`config.mk`:
```
export PLATFORM = sky130hd
export DESIGN_NAME = vend_ctrl
export DESIGN_NICKNAME = d
export VERILOG_FILES = /design/src/rtl/vend_pkg.sv /design/src/rtl/vend_ctrl_rr_arb4.sv /design/src/rtl/vend_ctrl.sv
export SDC_FILE = /design/constraint.sdc
export NUM_CORES = 1
export LEC_CHECK = 0
export CAP_MARGIN = 20
export CORE_ASPECT_RATIO = 1.75
export CORE_MARGIN = 2
export CORE_UTILIZATION = 50
export DETAILED_ROUTE_END_ITERATION = 12
export GPL_TIMING_DRIVEN = 0
export HOLD_SLACK_MARGIN = 0.05
export PLACE_DENSITY_LB_ADDON = 0.08
export SLEW_MARGIN = 20
export SYNTH_ARGS = -nofsm -noshare
export SYNTH_HDL_FRONTEND = slang
export SYNTH_HIERARCHICAL = 1
export SYNTH_SLANG_ARGS = --single-unit
```
`constraint.sdc`:
```
create_clock -name clk -period 7.6 [get_ports clk]
set_input_delay 2.28 -clock clk [delete_from_list [all_inputs] [get_ports clk]]
set_output_delay 2.28 -clock clk [all_outputs]
set_load 0.1 [all_outputs]
```
`src/rtl/vend_pkg.sv`:
```
// vend_pkg: shared types and constants for the vending controller.
//   state_e      - controller FSM states (IDLE, VEND, CHANGE)
//   DENOM_0..3   - coin denominations of slots 0..3 (1, 2, 5, 10)
//   denom_value  - maps a 2-bit slot/denomination index to its coin value
package vend_pkg;

  typedef enum logic [1:0] {
    ST_IDLE   = 2'd0,
    ST_VEND   = 2'd1,
    ST_CHANGE = 2'd2
  } state_e;

  localparam logic [3:0] DENOM_0 = 4'd1;
  localparam logic [3:0] DENOM_1 = 4'd2;
  localparam logic [3:0] DENOM_2 = 4'd5;
  localparam logic [3:0] DENOM_3 = 4'd10;

  function automatic logic [3:0] denom_value(input logic [1:0] idx);
    logic [3:0] v;
    case (idx)
      2'd0:    v = DENOM_0;
      2'd1:    v = DENOM_1;
      2'd2:    v = DENOM_2;
      default: v = DENOM_3;
    endcase
    return v;
  endfunction

endpackage

```
`src/rtl/vend_ctrl_rr_arb4.sv`:
```
// rr_arb4: 4-way round-robin arbiter for the coin slots.
//   clk_i, rst_ni - clock, asynchronous active-low reset (pointer -> slot0)
//   req_i         - per-slot requests
//   mask_i        - per-slot inhibit; a masked slot is skipped and never granted
//   en_i          - enables granting and the pointer update
//   gnt_o         - one-hot grant (or zero)
// The pointer names the highest-priority slot; after a grant it moves to the
// slot following the winner. No grant leaves the pointer untouched.
module rr_arb4 (
  input  logic       clk_i,
  input  logic       rst_ni,
  input  logic [3:0] req_i,
  input  logic [3:0] mask_i,
  input  logic       en_i,
  output logic [3:0] gnt_o
);

  logic [1:0] ptr_q, ptr_d;
  logic [3:0] eff_req;
  logic [1:0] slot;

  always_comb begin
    eff_req = req_i & ~mask_i;
    gnt_o   = '0;
    ptr_d   = ptr_q;
    slot    = '0;
    for (int unsigned k = 0; k < 4; k++) begin
      slot = ptr_q + k[1:0];
      if (en_i && (gnt_o == '0) && eff_req[slot]) begin
        gnt_o[slot] = 1'b1;
        ptr_d       = slot + 2'd1;
      end
    end
  end

  always_ff @(posedge clk_i or negedge rst_ni) begin
    if (!rst_ni) ptr_q <= '0;
    else         ptr_q <= ptr_d;
  end

endmodule

```
`src/rtl/vend_ctrl.sv`:
```
// vend_ctrl: vending-machine credit / dispense / change controller.
//   clk, arstn           - clock, asynchronous active-low reset
//   coin_req / coin_gnt  - coin slots 0..3 (1,2,5,10); one-hot accept
//   sel_valid/sel_price/sel_ready - product selection handshake
//   vend, err            - one-cycle dispense / insufficient-credit pulses
//   chg_valid/chg_coin/chg_ready  - change coin offer (denomination index)
//   credit, busy         - current credit; high outside IDLE
// Optional feature: define VEND_CANCEL_EN to add input `cancel`, which in IDLE
// with non-zero credit refunds the full credit as change (beats selection).
module vend_ctrl
  import vend_pkg::*;
#(
  parameter int unsigned          PRICE_W    = 8,
  parameter logic [PRICE_W-1:0]   CREDIT_MAX = 8'd200
) (
  input  logic               clk,
  input  logic               arstn,
  input  logic [3:0]         coin_req,
  output logic [3:0]         coin_gnt,
  input  logic               sel_valid,
  input  logic [PRICE_W-1:0] sel_price,
  output logic               sel_ready,
  output logic               vend,
  output logic               err,
  output logic               chg_valid,
  output logic [1:0]         chg_coin,
  input  logic               chg_ready,
  output logic [PRICE_W-1:0] credit,
`ifdef VEND_CANCEL_EN
  input  logic               cancel,
`endif
  output logic               busy
);

  typedef logic [PRICE_W-1:0] credit_t;
  typedef logic [PRICE_W:0]   sum_t;

  state_e     state_q, state_d;
  credit_t    credit_q, credit_d;
  logic       err_q, err_d;
  logic [3:0] slot_mask;
  logic [3:0] arb_gnt;
  logic [3:0] gnt_value;
  logic       arb_en;
  logic       sel_hs;
  logic       cancel_go;
  logic       is_idle;
  logic [1:0] chg_idx;
  sum_t       sum_tmp;

  assign is_idle = (state_q == ST_IDLE);

`ifdef VEND_CANCEL_EN
  assign cancel_go = arstn && is_idle && cancel && (credit_q != '0);
`else
  assign cancel_go = 1'b0;
`endif

  // sel_ready and coin_gnt are combinational, so they are also gated by arstn
  // to keep every output low while reset is asserted.
  assign sel_ready = arstn && is_idle && !cancel_go;
  assign sel_hs    = sel_valid && sel_ready;
  assign arb_en    = arstn && is_idle && !sel_hs && !cancel_go;

  // Inhibit any slot whose coin would push credit past CREDIT_MAX.
  always_comb begin
    slot_mask = '0;
    sum_tmp   = '0;
    for (int unsigned i = 0; i < 4; i++) begin
      sum_tmp      = sum_t'(credit_q) + sum_t'(denom_value(i[1:0]));
      slot_mask[i] = (sum_tmp > sum_t'(CREDIT_MAX));
    end
  end

  rr_arb4 u_arb (
    .clk_i  (clk),
    .rst_ni (arstn),
    .req_i  (coin_req),
    .mask_i (slot_mask),
    .en_i   (arb_en),
    .gnt_o  (arb_gnt)
  );

  always_comb begin
    gnt_value = '0;
    for (int unsigned i = 0; i < 4; i++) begin
      if (arb_gnt[i]) gnt_value = denom_value(i[1:0]);
    end
  end

  // Largest denomination not exceeding the remaining credit.
  always_comb begin
    if      (credit_q >= credit_t'(DENOM_3)) chg_idx = 2'd3;
    else if (credit_q >= credit_t'(DENOM_2)) chg_idx = 2'd2;
    else if (credit_q >= credit_t'(DENOM_1)) chg_idx = 2'd1;
    else                                     chg_idx = 2'd0;
  end

  always_comb begin
    state_d  = state_q;
    credit_d = credit_q;
    err_d    = 1'b0;
    case (state_q)
      ST_IDLE: begin
        if (cancel_go) begin
          state_d = ST_CHANGE;
        end else if (sel_hs) begin
          if (credit_q >= sel_price) begin
            state_d  = ST_VEND;
            credit_d = credit_q - sel_price;
          end else begin
            err_d = 1'b1;
          end
        end else begin
          credit_d = credit_q + credit_t'(gnt_value);
        end
      end
      ST_VEND: begin
        state_d = (credit_q != '0) ? ST_CHANGE : ST_IDLE;
      end
      ST_CHANGE: begin
        if (chg_ready) begin
          credit_d = credit_q - credit_t'(denom_value(chg_idx));
          if (credit_d == '0) state_d = ST_IDLE;
        end
      end
      default: state_d = ST_IDLE;
    endcase
  end

  always_ff @(posedge clk or negedge arstn) begin
    if (!arstn) begin
      state_q  <= ST_IDLE;
      credit_q <= '0;
      err_q    <= 1'b0;
    end else begin
      state_q  <= state_d;
      credit_q <= credit_d;
      err_q    <= err_d;
    end
  end

  assign coin_gnt  = arb_gnt;
  assign vend      = (state_q == ST_VEND);
  assign err       = err_q;
  assign chg_valid = (state_q == ST_CHANGE);
  assign chg_coin  = chg_valid ? chg_idx : 2'd0;
  assign credit    = credit_q;
  assign busy      = !is_idle;

endmodule

```
==> reports/results.txt, run 1 <==
FF+latch count, synth: 13
Row count: 35
DR iter-0 viols: 155
Io pins: 35
Nets: 435
Area of the die: 5920 um^2
CTS tree: yes
Worst path bufs/invs: 3
Pre-Repair DR Iteration Count: 5
Setup WS post-layout: 0.134 ns
Crit-path max FO: 5
Register area share after synthesis: 12.3%
Final Max Slew Viols: 0
RePlAce Congestion: 0.927
Ys flop type: dfrtp_1
Global-route wire length before repair: 13200 um
Kind of critical path: in2out
Root buffer cell: clkbuf_8
HP Class: reg2reg
Initial cell density of the core: 50.9%
Syn Nets: 396
Outcome: finished clean
Synth Warn #: 6
Grt ovf: 0
Dominant cells by area after synthesis: ha_1, dfrtp_1, o21ai_0
Final period util: 98.2%
Post-synth EDFFs: 0
Cell chain of the critical path: clkdlybuf4s50_1, and4bb_1, nor4_2, o211ai_1, o221a_2, a21oi_1, and3_1, buf_6, a21bo_2, clkdlybuf4s18_2
Netlist cell types: 71
Synth cell count leaders: nor2_1, ha_1, nand2_1, o21ai_0, a21oi_1
Worst path slowest cell: clkdlybuf4s18_2
Slowest cell delay on critical path: 0.53 ns
Arr. time, crit path: 5.19 ns
Setup violators final: 0
# DRC: 0
Fin crit period: 7.47 ns
Final Hold Viols: 0
Largest net degree at the start of global routing: 15
Die height: 100 um
Vias in the first global route: 2946
Clock buffer depth: 2
Via count: 2929
CP delay by family, top: buffers and inverters
DIE WIDTH: 59.0 um
CORE AREA: 5210 um^2
Crit path capture type: output pin
Syn Inst Count: 350
CP Data Required Time: 5.32 ns
ANT nets after route: 0
Clock transition at path regs: 0.06 ns
H-tree levels: 1
Worst skew pair latency: 0.25 ns
Cell accounting for the most synthesized area: ha_1
Worst slew margin: 34.8%
Post-synth ARST share: 100%
Max Cap Viol: 0
All-Layer GR Usage: 29.0%
Initial antenna violation count: 0
Cts bufs inserted: 3
DPL Wire Length: 6490 um
Fmax: 0.134 GHz
CP startpoint kind: input pin
WL final: 8100 um
Layout overhead on the synthesized area: 16.8%
Final Skew: 0.00163 ns
DR vias/cell: 6.61
Port Buf Inserts: 34
Least-Margin Pin Slew: 0.975 ns
Most used standard cell by instance count after synthesis: nor2_1
Share of cells above drive strength 1: 8.51%
DP Worst Slack: -1.29 ns
N_diodes: 0
RSZ-0062 raised after global routing: false
Top-area cell type share of the netlist area: 12.7%
Average size of a mapped cell: 7.58 um^2
Clock net sink count: 13
Synthesized area: 2650 um^2
Average wire per standard cell: 18.3 um
-- area by class of cell --
class,count,area (um^2)
multi-input cells,298,2160
fillers,511,2110
repair buffers,34,329
flip-flops and latches,13,325
plain buffers,17,87.6
inverters,22,82.6
well taps,55,68.8
clock buffers,4,45.0
-- worst paths after layout --
check                       startpoint     endpoint  slack [ns]  cells past startpoint
setup / recovery           coin_req[1]  coin_gnt[1]        0.13                     10
hold / removal              state_q[0]   state_q[0]        0.69                      3
setup reg to reg             credit[2]    credit[4]        1.25                     27
hold reg to reg             state_q[0]   state_q[0]        0.69                      3
max in group asynchronous        arstn          err        5.28                      1
min in group asynchronous        arstn    credit[0]        2.03                      1
-- cells in the final DEF (no fill, tap or decap), types with 4 or more instances in the layout --
cell,instances
nor2_1,34
clkdlybuf4s50_1,29
ha_1,27
o21ai_0,26
nand2_1,26
a21oi_1,23
inv_1,21
clkbuf_1,14
dfrtp_1,13
nand3_1,11
o211ai_1,11
nor2b_1,10
nand2b_1,9
nor3_1,6
a21o_1,5
o22ai_1,5
and2_1,5
o31ai_1,5
a31oi_1,5
o21a_1,5
a22oi_1,5
nand4_1,4
xnor2_1,4
xor2_1,4
-- kinds of logic (layout without fill, tap and decap cells) --
logic type | after synthesis | count (layout) | synth area share (%)
adder cells (fa/ha/maj) | 30 | 30 | 15.0
buffers and inverters | 39 | 77 | 6.42
multiplexers | 7 | 7 | 4.39
flip-flops | 13 | 13 | 12.3
AO/OA/AOI/OAI | 126 | 126 | 33.2
AND/OR/NAND/NOR | 127 | 127 | 26.0
XOR/XNOR | 8 | 8 | 2.64
-- flip-flops by register name, indices dropped and copies added (netlist names) --
| signal | flops |
|---|---|
| credit | 8 |
| u_arb/ptr_q | 2 |
| err | 1 |
| state_q | 2 |
-- through the flow --
| stage | cells | utilization [%] | setup TNS (ns) | area [um^2] | hold slack [ns] |
|---|---|---|---|---|---|
| after floorplan | 350 | - | 0 | 2650 | 0.591 |
| after global placement | 439 | 58.7 | -4.61 | 3060 | 0.685 |
| after detailed placement | 439 | 58.7 | -4.80 | 3060 | 0.689 |
| after CTS | 443 | 59.4 | 0 | 3090 | 0.698 |
| after global routing | 443 | 59.4 | 0 | 3100 | 0.713 |
| final | 443 | 59.4 | 0 | 3100 | 0.690 |
-- per-layer routing --
layer | GRT usage, % | share of wire, % | up-vias
met5 | 0 | 0 | -
li1 | - | - | 1386
met1 | 28.7 | 36 | 1368
met3 | 3.22 | 4.5 | 38
met2 | 54.9 | 55 | 137
met4 | 17.1 | 5.2 | 0
-- repair_timing --
| action | in CTS | in global routing |
|---|---|---|
| setup endpoints to repair | 4 | 1 |
| setup buffers | 0 | 0 |
| resized for setup | 23 | 1 |
| hold buffers | 0 | 0 |
-- worst reg2reg max path: stages (launching register included) --
cell and delay (ns):
dfrtp_1 0.70, ha_1 0.32, clkbuf_1 0.33, nor2_1 0.09, a41o_1 0.25, a21oi_1 0.15
o211ai_1 0.11, o211ai_1 0.15, and4bb_1 0.26, nor4_2 0.50, o211a_1 0.40, a22o_1 0.19
a21oi_1 0.06, and3_1 0.17, buf_6 0.13, a221o_1 0.38, inv_1 0.08, a21o_1 0.17
nor2_1 0.07, ha_1 0.21, fa_1 0.42, a21o_1 0.17, a21oi_1 0.33, xnor2_1 0.17
nand2_1 0.07, o211a_1 0.14, nor2b_1 0.11, a2bb2oi_1 0.16
Power of run 1 is left out: the tool's default activity adds up to more than one toggle a clock period on the data nets, which glitch-free logic cannot reach.
==> run 2, diff against run 1 <==
- clock period: 7.6 -> 6.1 ns (I/O delays scaled with it)
==> reports/results.txt, run 2 (synthesis results as in run 1) <==
ANT nets after route: 0
Layout overhead on the synthesized area: 35.1%
Io pins: 35
Row count: 35
Crit path capture type: output pin
Total Power: 2.18 mW
HP Class: reg2reg
Placed cells: 439
Final Hold Viols: 0
Share of cells above drive strength 1: 24.2%
Most common cell after layout, fill and taps aside: buf_4
Slowest cell delay on critical path: 0.35 ns
Die height: 100 um
Initial antenna violation count: 0
Fin crit period: 6.07 ns
VDD IR max: 384 uV
DIE WIDTH: 59.0 um
Final Skew: 0.00819 ns
All-Layer GR Usage: 32.5%
Clock net sink count: 13
Crit-path max FO: 5
Setup slack, reg-to-reg: 0.22 ns
CTS tree: yes
Hold Crit Start: state_q[0]
Initial cell density of the core: 50.9%
Final Max Slew Viols: 0
Via count: 3092
CORE AREA: 5210 um^2
Cts bufs inserted: 3
Kind of critical path: in2out
Worst path bufs/invs: 4
CP most frequent cell: buf_4
Setup violators final: 0
Port Buf Inserts: 34
Max reg flops: 8
WHS Endpoint: state_q[0]
Worst hold stages: 3
Worst skew pair latency: 0.26 ns
Global-route wire length before repair: 14700 um
Least-Margin Pin Slew: 0.974 ns
Outcome: finished clean
Clock buffer depth: 2
# DRC: 0
CP Data Required Time: 4.27 ns
CP startpoint kind: input pin
Most frequent cells in the layout: buf_4, nor2_1, ha_1, o21ai_0, nand2_1
Largest net degree at the start of global routing: 15
Final period util: 99.6%
Reg-to-reg startpoint: credit[2]
Pre-Repair DR Iteration Count: 7
Post-Layout Cell Count: 485
Worst slew margin: 34.8%
Worst path slowest cell: o221a_2
Area of the die: 5920 um^2
Average wire per standard cell: 19.3 um
CTS Hold Bufs: 0
H-tree levels: 1
Nets: 477
Reg-to-Reg End: u_arb/ptr_q[0]
Clock transition at path regs: 0.06 ns
R2R depth: 35
DR vias/cell: 6.38
RePlAce Congestion: 0.960
DR iter-0 viols: 153
CP delay by family, top: compound AO/OA/AOI/OAI gates
Pleak: 1.59 nW
Fmax: 0.165 GHz
N_diodes: 0
Cell chain of the critical path: dlygate4sd2_1, and4bb_2, buf_4, nor4_4, o211ai_1, o221a_2, a21oi_2, and3_4, buf_4, a21bo_4, buf_6
WL final: 9360 um
Grt ovf: 0
Arr. time, crit path: 4.24 ns
Vias in the first global route: 3091
Pwr Density: 608 nW/um^2
Max Cap Viol: 0
DPL Wire Length: 6670 um
Root buffer cell: clkbuf_8
run 2: worst max path at each step:
stage	start	endpoint	slack [ns]	cells after the start
CTS	credit[1]	u_arb/ptr_q[0]	0.03	37
floorplan	arstn	coin_gnt[2]	-0.09	8
global placement	arstn	coin_gnt[3]	-1.53	10
global route	credit[1]	coin_gnt[1]	-0.05	18
detailed placement	arstn	coin_gnt[3]	-1.60	10
finish	coin_req[2]	coin_gnt[1]	0.03	11
run 2: repair_timing:
| action | 4_1_cts | 5_1_grt |
|---|---|---|
| pin swaps | 9 | 13 |
| gates resized for setup | 48 | 24 |
| buffers inserted | 31 | 17 |
| endpoints found under the setup margin | 9 | 10 |
run 2: through the flow:
step	hold WS, ns	setup WS, ns	utilization (%)	TNS, ns	cell area [um^2]
floorplan	0.591	-0.0877	-	-0.319	2720
global placement	0.689	-1.53	60.0	-8.12	3130
detailed placement	0.694	-1.60	60.0	-8.79	3130
CTS	0.702	0.0288	65.7	0	3420
global route	0.740	-0.0479	68.7	-0.0859	3580
finish	0.693	0.0258	68.7	0	3580
run 2: routing by layer:
layer	routed length, um	part of all wire [%]	vias to the layer above	GRT usage, %
met4	565	6.0	0	20.1
li1	-	-	1461	-
met5	0	0	-	0
met3	448	4.8	46	3.48
met2	5110	55	138	62.4
met1	3240	35	1447	30.8
run 2: area by class of cell:
type / instances / area [um^2]
plain buffers: 13 / 73.8
clock buffers: 4 / 45.0
fillers: 465 / 1630
inverters: 22 / 82.6
multi-input cells: 298 / 2280
flip-flops and latches: 13 / 328
well taps: 55 / 68.8
repair buffers: 80 / 703
run 2: tightest hold or removal path, cell delays in order (launching register included):
cell and delay, ns:
dfrtp_1 0.38, nor3b_4 0.07, nand2_4 0.13, nor2_1 0.06
run 2: where the power goes:
part	internal (mW)	total (mW)	switching, mW
Clock	0.0464	0.0834	0.0370
Sequential	0.126	0.210	0.0842
Combinational	0.696	1.88	1.19
No activity file was read; power rests on OpenSTA's default activity.
